--- src/rtl/ifu_fetch_ctrl_pkg.sv ---
// Shared types and constants for the instruction-fetch AXI read front end.
package ifu_fetch_ctrl_pkg;

  typedef enum logic {
    ST_IDLE = 1'b0,
    ST_REQ  = 1'b1
  } ar_state_e;

  localparam logic [1:0] RESP_OKAY     = 2'b00;
  localparam int         FETCH_ALIGN_W = 3;

  // One in-flight fetch: the PC exactly as captured plus a drop-on-return flag.
  typedef struct packed {
    logic [31:0] pc;
    logic        stale;
  } fetch_tag_t;

  function automatic logic [31:0] align_pc(logic [31:0] pc);
    return {pc[31:FETCH_ALIGN_W], {FETCH_ALIGN_W{1'b0}}};
  endfunction

endpackage

--- src/rtl/ifu_fetch_tag_fifo.sv ---
// In-order tag FIFO pairing AXI R beats with the PCs that requested them.
module ifu_fetch_tag_fifo
  import ifu_fetch_ctrl_pkg::*;
#(
  parameter int DEPTH = 2
) (
  input  logic        clk,
  input  logic        rst_n,
  input  logic        push,
  input  logic [32:0] push_data,
  input  logic        pop,
  input  logic        set_stale,
  output logic [32:0] head,
  output logic        empty,
  output logic [2:0]  count
);

  localparam int PTR_W = (DEPTH > 1) ? $clog2(DEPTH) : 1;
  localparam logic [PTR_W-1:0] LAST = PTR_W'(DEPTH - 1);

  logic [32:0]      mem [DEPTH];
  logic [PTR_W-1:0] wr_ptr, rd_ptr;

  function automatic logic [PTR_W-1:0] nxt(logic [PTR_W-1:0] p);
    return (p == LAST) ? '0 : p + PTR_W'(1);
  endfunction

  assign head  = mem[rd_ptr];
  assign empty = (count == 3'd0);

  always_ff @(posedge clk or negedge rst_n) begin
    if (!rst_n) begin
      wr_ptr <= '0;
      rd_ptr <= '0;
      count  <= '0;
      for (int i = 0; i < DEPTH; i++) mem[i] <= '0;
    end else begin
      // Broadcast first so a same-cycle push below still lands with stale set.
      if (set_stale)
        for (int i = 0; i < DEPTH; i++) mem[i][0] <= 1'b1;
      if (push) begin
        mem[wr_ptr] <= {push_data[32:1], push_data[0] | set_stale};
        wr_ptr      <= nxt(wr_ptr);
      end
      if (pop) rd_ptr <= nxt(rd_ptr);
      count <= count + {2'b00, push} - {2'b00, pop};
    end
  end

endmodule

--- src/rtl/ifu_fetch_ctrl.sv ---
// Fetch controller: issues aligned AXI AR requests from the PC register and
// turns in-order R beats into fetch packets, dropping anything from before a redirect.
module ifu_fetch_ctrl
  import ifu_fetch_ctrl_pkg::*;
#(
  parameter int MAX_OUTSTANDING = 2
) (
  input  logic        clk,
  input  logic        rst_n,
  input  logic [31:0] pc_i,
  input  logic        jump_flag_i,
  input  logic        stall_i,
  output logic        pc_adv_o,
  output logic        m_arvalid_o,
  output logic [31:0] m_araddr_o,
  input  logic        m_arready_i,
  input  logic        m_rvalid_i,
  input  logic [63:0] m_rdata_i,
  input  logic [1:0]  m_rresp_i,
  output logic        m_rready_o,
  output logic        inst_valid_o,
  output logic [63:0] inst_data_o,
  output logic [31:0] inst_pc_o,
  output logic        inst_err_o,
  input  logic        inst_ready_i
);

  localparam logic [2:0] MAX_CNT = 3'(MAX_OUTSTANDING);

  ar_state_e   state;
  logic [31:0] ar_pc;
  logic        ar_stale;
  logic [2:0]  outstanding;
  logic        fifo_empty;
  logic [32:0] head_raw;
  fetch_tag_t  head_tag, push_tag;
  logic        ar_hs, r_hs, can_fetch, cap_idle, cap_b2b, accept;

  assign head_tag  = fetch_tag_t'(head_raw);
  assign push_tag  = '{pc: ar_pc, stale: ar_stale | jump_flag_i};

  assign ar_hs     = (state == ST_REQ) && m_arready_i;
  assign can_fetch = !jump_flag_i && !stall_i;
  assign cap_idle  = (state == ST_IDLE) && can_fetch && (outstanding < MAX_CNT);
  // The request being handshaken now counts against the limit.
  assign cap_b2b   = ar_hs && can_fetch && ((outstanding + 3'd1) < MAX_CNT);

  // Combinational so the PC register advances in the capture cycle; held low in reset.
  assign pc_adv_o    = rst_n && (cap_idle || cap_b2b);
  assign m_arvalid_o = (state == ST_REQ);
  assign m_araddr_o  = align_pc(ar_pc);

  assign m_rready_o = (!fifo_empty && head_tag.stale) || !inst_valid_o || inst_ready_i;
  assign r_hs       = m_rvalid_i && m_rready_o && !fifo_empty;
  assign accept     = r_hs && !head_tag.stale && !jump_flag_i;

  always_ff @(posedge clk or negedge rst_n) begin
    if (!rst_n) begin
      state    <= ST_IDLE;
      ar_pc    <= '0;
      ar_stale <= 1'b0;
    end else begin
      case (state)
        ST_IDLE: if (cap_idle) begin
          state    <= ST_REQ;
          ar_pc    <= pc_i;
          ar_stale <= 1'b0;
        end
        ST_REQ: begin
          if (ar_hs) begin
            ar_stale <= 1'b0;
            if (cap_b2b) ar_pc <= pc_i;
            else         state <= ST_IDLE;
          end else if (jump_flag_i) begin
            // Request stays on the bus; its data is dropped on return.
            ar_stale <= 1'b1;
          end
        end
        default: state <= ST_IDLE;
      endcase
    end
  end

  ifu_fetch_tag_fifo #(.DEPTH(MAX_OUTSTANDING)) u_tag_fifo (
    .clk       (clk),
    .rst_n     (rst_n),
    .push      (ar_hs),
    .push_data (push_tag),
    .pop       (r_hs),
    .set_stale (jump_flag_i),
    .head      (head_raw),
    .empty     (fifo_empty),
    .count     (outstanding)
  );

  always_ff @(posedge clk or negedge rst_n) begin
    if (!rst_n) begin
      inst_valid_o <= 1'b0;
      inst_data_o  <= '0;
      inst_pc_o    <= '0;
      inst_err_o   <= 1'b0;
    end else if (jump_flag_i) begin
      inst_valid_o <= 1'b0;
      inst_data_o  <= '0;
      inst_pc_o    <= '0;
      inst_err_o   <= 1'b0;
    end else if (accept) begin
      inst_valid_o <= 1'b1;
      inst_data_o  <= m_rdata_i;
      inst_pc_o    <= head_tag.pc;
      inst_err_o   <= (m_rresp_i != RESP_OKAY);
    end else if (inst_ready_i) begin
      inst_valid_o <= 1'b0;
    end
  end

endmodule

--- config.mk ---
export PLATFORM = sky130hd
export DESIGN_NAME = ifu_fetch_ctrl
export DESIGN_NICKNAME = d
export VERILOG_FILES = /design/src/rtl/ifu_fetch_ctrl_pkg.sv /design/src/rtl/ifu_fetch_tag_fifo.sv /design/src/rtl/ifu_fetch_ctrl.sv
export SDC_FILE = /design/constraint.sdc
export NUM_CORES = 1
export LEC_CHECK = 0
export BUFFER_PORTS_ARGS = -buffer_cell sky130_fd_sc_hd__buf_2
export CORE_MARGIN = 3
export CORE_UTILIZATION = 45
export CTS_BUF_LIST = sky130_fd_sc_hd__clkbuf_8
export DETAILED_ROUTE_END_ITERATION = 8
export GPL_TIMING_DRIVEN = 0
export PLACE_DENSITY = 0.66
export SYNTH_ARGS = -nofsm -noshare
export SYNTH_HDL_FRONTEND = slang
export SYNTH_SLANG_ARGS = --single-unit
--- constraint.sdc ---
create_clock -name clk -period 6.9 [get_ports clk]
set_input_delay 1.38 -clock clk [delete_from_list [all_inputs] [get_ports clk]]
set_output_delay 1.38 -clock clk [all_outputs]
set_load 0.005 [all_outputs]
==> impl_metrics.ini <==
[logic_synthesis]
yosysWarnings = 0
ys_types = 39
ys_top_cells_by_count = dfrtp_1 (203), nand2b_1 (131), mux2i_1 (96), mux2_1 (64), clkbuf_1 (62)
netlist_instances = 849
synth_top_area_share_pct = 51.02
synth_top_cell_by_area = dfrtp_1
yosysMostFrequentCell = dfrtp_1
muxShareOfSynthArea_pct = 17.23
syn_avg_cell_area_sq_um = 11.73
synth_area_leaders = dfrtp_1 (51%), mux2i_1 (9.7%), nand2b_1 (8.2%), mux2_1 (7.2%), a41oi_1 (2.9%)
synthXorXnorAreaFrac_pct = 0.4398
synth-adder-area-share_pct = 0.8294
ys.flop_type = dfrtp_1
synth_top_family_by_area = multiplexers
synth_edf_count = 0
ys_async_sr_fraction_pct = 100.0
synthSimpleGateAreaFrac_pct = 12.97
seq_area_frac_synth_pct = 51.02
ys_ff_latch = 203
syn-cell-area_sq_mm = 0.009957
synth-compound-area-share_pct = 10.71

[timing]
relSlewSlack_pct = 41.92
max_freq_mhz = 234.3
rsz0062_at_grt = false
finalClockSkew_ps = 13.35
finalHoldViolations = 0
min_period_ps = 4268
fin_crit_sh_pct = 61.85
tightest_slew_ps = 871.1
fin_tns_setup_ps = 0
finalSetupViolations = 0
drv_slew = 0

[setup_path]
cp-start-kind = input port
critical_path_buf_inv_count = 3
slowest_delay_ps = 590
cp_top_family = buffers and inverters
end_kind = output pin
worstSetupPathType = in2out
critPathArrivalTime_ps = 2890
required_ps = 5520
worstPathCellList = buf_8, buf_16, nor3b_1, buf_2
crit_path_top_delay_cell = buf_8
crit_start = rst_n
r2r_start = u_tag_fifo.count[1]
crit_fanout = 116

[clock_tree]
cts.sinks = 203
htree_levels = 2
cts_tree = yes
numCtsBuffers = 37
clockBufferDepth = 3
clkTransAtPathRegs_ps = 50
hold_buffers = 0
post_cts_buffers = 0
clkLatencyLatePin_ps = 510
cts_resized = 0
root_buffer = clkbuf_8

[routing]
drc = 0
antenna_left = 0
num_vias = 7692
dr.first_iter.drc_count = 407
wirelength_um = 26740
drt_first_pass_iters = 5
viasPerCell = 5.425
avgRoutedWirePerCell_um = 18.86

[power_and_ir_drop]
clkPwrFrac_pct = 26.0
peakVddDrop_uv = 195.9
switching_share_pct = 34.07
internal_power_mw = 2.652
p_comb_share_pct = 31.7
switching_power_mw = 1.370
p_leak_nw = 5.384
seq_power_share_pct = 42.3
power_density_mw_per_mm2 = 330.2

[run]
drv_cap = 0

[floorplanning]
die_h_um = 154.8
ios = 238
core_sq_mm = 0.02135
start_util_pct = 46.63
die_w_um = 154.8
design.die.area_sq_mm = 0.02395
num_rows = 53

[hold_path]
min_from = u_tag_fifo.mem[60]
holdCritPathClass = reg2reg

[global_routing]
antenna_found_initial = 2
track_usage_pct = 22.19
grt_max_degree = 117
overflow = 0
grt_pass1_wl_um = 42950
grt_pass1_vias = 7834

[place]
gp_congestion = 0.7834
post_dp_cell_area_sq_mm = 0.01151
hpwl_um = 19340
port_buffers = 233

[layout]
drive_gt1_share_pct = 29.48
fin_area_sq_mm = 0.01218
fin_util_pct = 57.04
nFillCells = 1922
seq_area_sq_mm = 0.005080
area_growth_pct = 22.33
multi_input_area_sq_mm = 0.004210
antenna-diode-count = 0
fin_nets = 1235

[status]
status = finished clean
-- flip-flops by register name, summed over array words and instances (netlist names) --
register and cells:
u_tag_fifo.count 3, ar_stale 1, inst_err_o 1, inst_valid_o 1, ar_pc 32, inst_pc_o 32
inst_data_o 64, m_arvalid_o 1, u_tag_fifo.wr_ptr 1, u_tag_fifo.mem 66, u_tag_fifo.rd_ptr 1
-- layer usage --
layer  track usage (%)  part of all wire, %
met1             30.50                   45
met2             35.73                   47
met3             5.260                  7.1
met4             5.551                  1.5
met5                 0                 0.12
-- metrics by stage --
stage          worst slack, ps  std cells  power, mW  hold WS, ps
6_report                  2632       1418      4.022        485.5
2_1_floorplan             3355        851      2.558        453.9
4_1_cts                   2556       1418      4.066        484.9
3_3_place_gp             70.94       1359      2.959        472.8
3_5_place_dp              2570       1360      2.999        477.6
5_1_grt                   2359       1418      4.289        494.7
-- power groups by stage --
stage / registers [mW] / logic [mW] / clock network, mW
floorplan: 1.65 / 0.911 / 0
global route: 1.74 / 1.41 / 1.14
global placement: 1.71 / 1.25 / 0
CTS: 1.70 / 1.28 / 1.08
detailed placement: 1.72 / 1.28 / 0
finish: 1.70 / 1.27 / 1.05
-- cells by family (layout without fill, tap and decap cells) --
family	after synthesis	count (layout)
DFF	203	203
buffers and inverters	122	414
xor gates and xnor gates	5	5
adders and majority gates	6	6
and+or+nand+nor	213	213
muxes	162	162
other	1	3
AOI/OAI and AO/OA	137	137
-- layout make-up --
| cell class | instances | share of cell area (%) |
|---|---|---|
| inverter | 8 | 0.2465 |
| clock buffer | 44 | 4.972 |
| timing repair buffer | 234 | 9.882 |
| multi-input combinational | 526 | 34.57 |
| buffer | 114 | 5.290 |
| tap | 275 | 2.825 |
| sequential | 203 | 41.71 |
| clock inverter | 14 | 0.5136 |
-- worst paths after layout --
kind,endpoint,slack (ps),cells past startpoint
max in group asynchronous,ar_pc[30],4990,2
worst max register to register,u_tag_fifo.count[2],4290,12
worst min register to register,u_tag_fifo.mem[60],490,1
min in group asynchronous,inst_data_o[32],940,1
worst min-delay path,u_tag_fifo.mem[60],490,1
worst max-delay path,pc_adv_o,2630,4
-- placed cells by master (no fill, tap or decap), types with 2 or more instances in the layout --
master / count
o211ai_1: 33
clkbuf_8: 44
clkinv_2: 2
buf_8: 2
buf_4: 36
inv_1: 18
dfrtp_1: 203
xnor2_1: 3
a41oi_1: 33
nand4_1: 32
a211o_1: 2
clkbuf_1: 62
a22oi_1: 32
clkinvlp_4: 2
a21oi_1: 2
nand2b_1: 131
buf_12: 3
nand2_1: 2
xor2_1: 2
mux2i_1: 96
conb_1: 3
mux2_1: 64
ha_1: 5
a211oi_1: 33
nand3_1: 34
nor2_1: 4
nand3b_1: 2
buf_2: 243
No activity file was read; power rests on OpenSTA's default activity.
